### src/rtl/i3c_phy_io.sv
// I3C pad-side PHY: drives SCL/SDA pad enables, filters pad inputs,
// detects START/Sr/STOP, tracks bus free/available/idle timing.
module i3c_phy_io #(
  parameter int unsigned FiltCycles = 2,
  parameter int unsigned TimerW     = 20
) (
  input  logic              clk_i,
  input  logic              rst_ni,
  input  logic              phy_en_i,
  input  logic              ctrl_scl_i,
  input  logic              ctrl_sda_i,
  input  logic              sel_od_pp_i,
  output logic              ctrl_scl_o,
  output logic              ctrl_sda_o,
  input  logic              scl_pad_i,
  input  logic              sda_pad_i,
  output logic              scl_pad_o,
  output logic              scl_pad_oe_o,
  output logic              sda_pad_o,
  output logic              sda_pad_oe_o,
  input  logic [TimerW-1:0] t_bus_free_i,
  input  logic [TimerW-1:0] t_bus_available_i,
  input  logic [TimerW-1:0] t_bus_idle_i,
  output logic              start_det_o,
  output logic              rstart_det_o,
  output logic              stop_det_o,
  output logic              bus_busy_o,
  output logic              bus_free_o,
  output logic              bus_available_o,
  output logic              bus_idle_o,
  output logic              sda_mismatch_o
);

  localparam int unsigned CntW =
    (FiltCycles > 0) ? $clog2(FiltCycles + 1) : 1;

  logic [1:0] pad_raw;
  logic [1:0] sync_q1;
  logic [1:0] sync_q2;
  logic [1:0] filt;

  assign pad_raw = {sda_pad_i, scl_pad_i};

  always_ff @(posedge clk_i or negedge rst_ni) begin
    if (!rst_ni) begin
      sync_q1 <= 2'b11;
      sync_q2 <= 2'b11;
    end else begin
      sync_q1 <= pad_raw;
      sync_q2 <= sync_q1;
    end
  end

  if (FiltCycles == 0) begin : g_nofilt
    assign filt = sync_q2;
  end else begin : g_filt
    for (genvar i = 0; i < 2; i++) begin : g_line
      logic [CntW-1:0] cnt_q;
      logic            filt_q;

      always_ff @(posedge clk_i or negedge rst_ni) begin
        if (!rst_ni) begin
          cnt_q  <= '0;
          filt_q <= 1'b1;
        end else if (sync_q2[i] == filt_q) begin
          cnt_q <= '0;
        end else if (cnt_q == CntW'(FiltCycles - 1)) begin
          cnt_q  <= '0;
          filt_q <= ~filt_q;
        end else begin
          cnt_q <= cnt_q + CntW'(1);
        end
      end

      assign filt[i] = filt_q;
    end
  end

  logic scl_f;
  logic sda_f;

  assign scl_f      = filt[0];
  assign sda_f      = filt[1];
  assign ctrl_scl_o = scl_f;
  assign ctrl_sda_o = sda_f;

  logic scl_o_d;
  logic scl_oe_d;
  logic sda_o_d;
  logic sda_oe_d;

  always_comb begin
    scl_o_d  = 1'b0;
    scl_oe_d = 1'b0;
    sda_o_d  = 1'b0;
    sda_oe_d = 1'b0;
    if (phy_en_i) begin
      scl_o_d  = ctrl_scl_i;
      scl_oe_d = 1'b1;
      if (sel_od_pp_i) begin
        sda_o_d  = ctrl_sda_i;
        sda_oe_d = 1'b1;
      end else begin
        sda_oe_d = ~ctrl_sda_i;
      end
    end
  end

  always_ff @(posedge clk_i or negedge rst_ni) begin
    if (!rst_ni) begin
      scl_pad_o    <= 1'b0;
      scl_pad_oe_o <= 1'b0;
      sda_pad_o    <= 1'b0;
      sda_pad_oe_o <= 1'b0;
    end else begin
      scl_pad_o    <= scl_o_d;
      scl_pad_oe_o <= scl_oe_d;
      sda_pad_o    <= sda_o_d;
      sda_pad_oe_o <= sda_oe_d;
    end
  end

  logic scl_q;
  logic sda_q;
  logic scl_hold;
  logic sda_fall;
  logic sda_rise;
  logic start_c;
  logic rstart_c;
  logic stop_c;
  logic sda_want1;
  logic mis_c;
  logic busy_d;

  // SCL must be high on both sides of the SDA edge, which also
  // rejects the case where both lines toggle together.
  assign scl_hold  = scl_f & scl_q;
  assign sda_fall  = sda_q & ~sda_f;
  assign sda_rise  = ~sda_q & sda_f;
  assign start_c   = scl_hold & sda_fall & ~bus_busy_o;
  assign rstart_c  = scl_hold & sda_fall & bus_busy_o;
  assign stop_c    = scl_hold & sda_rise;
  assign sda_want1 = ~sda_pad_oe_o | sda_pad_o;
  assign mis_c     = scl_f & ~scl_q & sda_want1 & ~sda_f;

  always_comb begin
    busy_d = bus_busy_o;
    unique case (1'b1)
      stop_c:  busy_d = 1'b0;
      start_c: busy_d = 1'b1;
      default: busy_d = bus_busy_o;
    endcase
  end

  always_ff @(posedge clk_i or negedge rst_ni) begin
    if (!rst_ni) begin
      scl_q          <= 1'b1;
      sda_q          <= 1'b1;
      start_det_o    <= 1'b0;
      rstart_det_o   <= 1'b0;
      stop_det_o     <= 1'b0;
      sda_mismatch_o <= 1'b0;
      bus_busy_o     <= 1'b0;
    end else begin
      scl_q          <= scl_f;
      sda_q          <= sda_f;
      start_det_o    <= start_c;
      rstart_det_o   <= rstart_c;
      stop_det_o     <= stop_c;
      sda_mismatch_o <= mis_c;
      bus_busy_o     <= busy_d;
    end
  end

  logic [TimerW-1:0] timer_q;
  logic              timer_run;

  assign timer_run = ~bus_busy_o & scl_f & sda_f;

  always_ff @(posedge clk_i or negedge rst_ni) begin
    if (!rst_ni) begin
      timer_q <= '0;
    end else if (!timer_run || start_c) begin
      timer_q <= '0;
    end else if (timer_q != '1) begin
      timer_q <= timer_q + TimerW'(1);
    end
  end

  assign bus_free_o      = ~bus_busy_o & (timer_q >= t_bus_free_i);
  assign bus_available_o = ~bus_busy_o & (timer_q >= t_bus_available_i);
  assign bus_idle_o      = ~bus_busy_o & (timer_q >= t_bus_idle_i);

endmodule

### config.mk
export PLATFORM = sky130hd
export DESIGN_NAME = i3c_phy_io
export DESIGN_NICKNAME = d
export VERILOG_FILES = /design/src/rtl/i3c_phy_io.sv
export SDC_FILE = /design/constraint.sdc
export NUM_CORES = 1
export LEC_CHECK = 0
export ABC_AREA = 1
export ABC_CLOCK_PERIOD_IN_PS = 2100
export CAP_MARGIN = 5
export CORE_ASPECT_RATIO = 0.8
export CORE_UTILIZATION = 40
export CTS_CLUSTER_DIAMETER = 80
export CTS_CLUSTER_SIZE = 10
export DETAILED_ROUTE_END_ITERATION = 8
export PLACE_DENSITY = 0.66
export SYNTH_ARGS = -nofsm -noshare
export SYNTH_HDL_FRONTEND = slang
export SYNTH_SLANG_ARGS = --single-unit
### constraint.sdc
create_clock -name clk_i -period 2.1 [get_ports clk_i]
set_input_delay 0.42 -clock clk_i [delete_from_list [all_inputs] [get_ports clk_i]]
set_output_delay 0.42 -clock clk_i [all_outputs]
set_load 0.03 [all_outputs]
Word-level counts from Yosys, hierarchy flattened --
Index checks and enable logic that the tools add are counted. W data, S select, Z words.
Word-level totals: flip-flop bits (word level) 41, bits in latches 0, RAM bits 0, memory bits (read-only) 0, input port bits 68, output and inout bits 14, logic and storage cells 73, memories 0
Operators by class: $add $sub $neg 3, multipliers 0, div/mod/pow operators 0, order comparisons 3, equal/unequal tests 5, shift-type cells 0, multiplexer cells 13, bitwise gates (word level) 25, reduce and logical (&&, ||, !) cells 6
Operators by type and width (number):
- $ge A20 B20 Y1 | 3
- $mux W20 | 2
- $add A20 B1 Y20 const B | 1
- $ne A20 B20 Y1 const B | 1
- $and A1 B1 Y1 | 15
- $not A1 Y1 | 9
- $mux W2 | 4
- $mux W1 | 6
- $add A2 B1 Y2 const B | 2
- $eq A2 B1 Y1 const B | 2
- $reduce_and A2 Y1 | 2
- $reduce_bool A2 Y1 | 2
- $eq A1 B1 Y1 | 2
- $pmux W1 S2 | 1
- $logic_not A1 Y1 | 1
- $logic_or A1 B1 Y1 | 1
- $or A1 B1 Y1 | 1

Depth between registers and ports, before layout --
depth after elaboration 6, gate-level depth with buffers 12, gate-level depth less buffers 12

Worst setup path before layout --
Ideal clock, no wire load.
path type input to output, start input t_bus_free_i[19], end output bus_free_o, arrival 1.473 ns, data required time 1.680 ns, setup slack 0.207 ns, stages 10, buffers on the path 0, cells stage by stage inv_1 ha_1 nand2_1 nor2_1 nand2_1 nor2_1 nand2_1 nand4_1 nand2_1 inv_1
Between the ends: longest elaborated chain between the ends 2
Ends and longest elaborated chain:
- start, declared | line 21 | input logic [TimerW-1:0] t_bus_free_i,
- $ge A20 B20 Y1 | line 190 | assign bus_free_o = ~bus_busy_o & (timer_q >= t_bus_free_i);
- $and A1 B1 Y1 | line 190
- end, declared | line 28 | output logic bus_free_o,
Every way passes these cells.

Worst setup path in the final report --
start register timer_q[16], end output bus_free_o
Between the ends: longest elaborated chain between the ends 2
Ends and longest elaborated chain:
- start, declared | line 175 | logic [TimerW-1:0] timer_q;
- start signal, assigned | line 186 | timer_q <= timer_q + TimerW'(1);
- $ge A20 B20 Y1 | line 190
- $and A1 B1 Y1 | line 190
Every way passes these cells.

==> impl_metrics.toml <==
[worst_setup_path]
critPathMaxStageDelay_ps = 480
critPathSlowestCell = "dfrtp_2"
r2r-end = "timer_q[18]"
worstPathRequired_ps = 1680
crit_arrival_ps = 1920
crit_path_end_kind = "output pin"
reg2regPathDepth = 10
cp_cell_sequence = "buf_12 -> ha_4 -> nand2_4 -> nor2_4 -> nand2_2 -> nor2_1 -> nand2_1 -> nand4_1 -> nand2_1 -> inv_1 -> buf_6"
reg2reg_slack_ps = 210
r2r_start = "timer_q[7]"
crit_fanout = 4
critPathMostFrequentCell = "nand2_1"
critPathLaunchType = "register"
critPathKind = "register to output pin"

[sta]
relSlewSlack = 0.6626
period_share = 1.114
max_freq_mhz = 427.4
final-hold-violation-count = 0
period_minus_slack_ps = 2340
slew_viol_final = 0
setup_viol = 3
setup_slack_ps = -239.8
worst_pin_slew_ps = 506.1
skew_ps = 8.429
rsz0062_at_grt = "true"

[placed_design]
gp_congestion = 0.8963
place_area_um2 = 4802
dp_hpwl_um = 7579
port_buffers = 81

[layout]
design_area_um2 = 5761
final_layout_size_suffix_gt1_frac = 0.3091
antennaDiodeCount = 0
post-route-util = 0.6615
fin_nets = 775
area_growth_pct = 56.12

[run_status]
outcome = "finished, violations left"
violations = "negative setup slack"

[floorplanning]
die_width_um = 109.4
initial_core_util = 0.4237
core_um2 = 8708
ios = 82
dieHeight_um = 87.91
rows = 30
dieArea_um2 = 9615

[detailed_routing]
firstDrtPassIters = 5
drt_iter0_drc = 172
wl_met2_um = 4971
final_antenna_net_count = 0
top_layer = "met4"
vias_per_cell = 4.842
drcViolationCount = 0
wl_met3_um = 518
drt-wirelength-per-cell_um = 13.79
met1_length_um = 4869
vias = 3675
drt_wl_total_um = 10470

[synth]
synth_xor_area_frac = 0.009495
synth_compound_area_frac = 0.08138
syn-mean-instance-area_um2 = 7.028
ys_seq_area_frac = 0.2808
synth_cell_types = 33
yosysWarnings = 0
synth_top_family_by_area = "simple AND/OR/NAND/NOR gates"
ys_seq_elements = 41
synth_adder_area_share = 0.2068
netlist_area_um2 = 3690
synth_mux_area_frac = 0
synthesis.nets = 654
yosys.area_share.simple = 0.2903
synthCells = 525

[cts]
clock_sinks = 41
clk_pin_slew_worst_paths_ps = 60
cts_buffers = 5
insertion_delay_ps = 280
cts_root_buf = "clkbuf_16"
htree_levels = 2
cts_tree = "done"
clockBufferDepth = 2
cts_hold_buf = 0

[power]
power_density_nw_per_um2 = 503.4
p_leak_nw = 2.999
ir_worst_vdd_v = 0.0003853

[global_route]
grt_pass1_vias = 3660
grt_pass1_wl_um = 16890
antenna_found_initial = 0
grt_max_degree = 22
grtUsageTotal = 0.2267
overflow = 0

[run]
cap_violations = 0

[hold_path]
hold_class = "primary input to asynchronous set/reset pin"
what timing repair did:
| item | CTS | global route |
|---|---|---|
| buffers inserted | 3 | 8 |
| pin swaps | 117 | 23 |
| setup endpoints to repair | 3 | 3 |
| resized for setup | 177 | 30 |
| hold endpoints to repair | 0 | 0 |
kinds of logic (layout without fill, tap and decap cells):
family | after synthesis | after routing
buffers and inverters | 126 | 248
adder cells (fa/ha/maj) | 61 | 61
XOR/XNOR | 4 | 4
AO/OA/AOI/OAI | 49 | 49
flip-flops | 41 | 41
AND/OR/NAND/NOR | 244 | 244
worst max-delay path, delay by kind of cell (launching register included):
kind	cells	cell delay [ps]
adders and majority gates	1	260
buffers and inverters	3	350
and+or+nand+nor	7	530
DFF	1	480
power by group:
| part | leakage [nW] | switching [mW] | total [mW] | internal (mW) |
|---|---|---|---|---|
| Clock | 0.0800 | 0.317 | 0.879 | 0.562 |
| Combinational | 2.41 | 0.566 | 0.992 | 0.426 |
| Sequential | 0.510 | 0.102 | 1.03 | 0.927 |
| Total | 3.00 | 0.984 | 2.90 | 1.92 |
cells in the final DEF (no fill, tap or decap), types with 15 or more instances in the layout:
| cell | instances |
|---|---|
| nand2_1 | 127 |
| inv_1 | 91 |
| dlygate4sd2_1 | 55 |
| ha_4 | 40 |
| inv_2 | 33 |
| nor2_1 | 33 |
| buf_4 | 27 |
| clkdlybuf4s50_1 | 22 |
| ha_1 | 21 |
| dfrtp_1 | 19 |
| nand3_1 | 17 |
| a21oi_1 | 16 |
| nand2_2 | 15 |
area by class of cell:
cell class | count | area, µm²
repair buffers | 116 | 1060
clock buffers | 5 | 125.1
fillers | 772 | 2948
clock inverters | 3 | 46.29
well taps | 112 | 140.1
flip-flops and latches | 41 | 1054
multi-input cells | 358 | 2870
inverters | 124 | 465.4
per-layer routing:
layer | GRT usage | up-vias
met5 | 0 | -
met3 | 0.02976 | 9
met4 | 0.05576 | 0
li1 | - | 1882
met1 | 0.3046 | 1683
met2 | 0.3871 | 101
synthesized netlist by cell type (all sizes together):
library cell / n / share of area
nand4: 9 / 0.015
inv: 124 / 0.13
nor3: 10 / 0.024
or2: 1 / 0.0017
a31o: 3 / 0.0071
o21ai: 10 / 0.014
buf: 2 / 0.0051
a31oi: 2 / 0.0034
a21oi: 21 / 0.030
xnor2: 2 / 0.0047
dfrtp: 33 / 0.22
a21o: 3 / 0.0061
nand3: 18 / 0.028
nand2: 154 / 0.16
o31ai: 3 / 0.0075
o21bai: 6 / 0.012
xor2: 2 / 0.0047
dfstp: 8 / 0.057
ha: 61 / 0.21
a211oi: 1 / 0.0020
nor4: 4 / 0.0068
nor2: 48 / 0.053
flip-flops by register name (all words and copies together) (netlist names), 2 cells and up:
register	cells
g_filt.g_line.cnt_q	4
sync_q1	2
sync_q2	2
timer_q	20
through the flow:
stage          hold slack [ps]  std cells  setup slack (ps)  TNS (ps)  total power [mW]
6_report                 100.7        759            -239.8    -653.8             2.900
3_3_place_gp             346.4        740            -423.2     -1248             1.914
3_5_place_dp             347.2        740            -459.4     -1279             1.944
5_1_grt                  126.6        759            -345.3    -954.0             3.065
4_1_cts                  109.1        751            -199.0    -571.3             2.875
2_1_floorplan            124.4        525             207.2         0             1.504
worst max-delay path by stage:
| stage | start | to | slack, ps | depth (start not counted) |
|---|---|---|---|---|
| after floorplan | t_bus_free_i[19] | bus_free_o | 210 | 10 |
| after global placement | t_bus_free_i[19] | bus_free_o | -420 | 12 |
| after detailed placement | t_bus_free_i[19] | bus_free_o | -460 | 12 |
| after CTS | timer_q[11] | bus_available_o | -200 | 11 |
| after global routing | timer_q[14] | bus_free_o | -350 | 11 |
| final | timer_q[16] | bus_free_o | -240 | 11 |
Power figures use the tool's default switching activity.
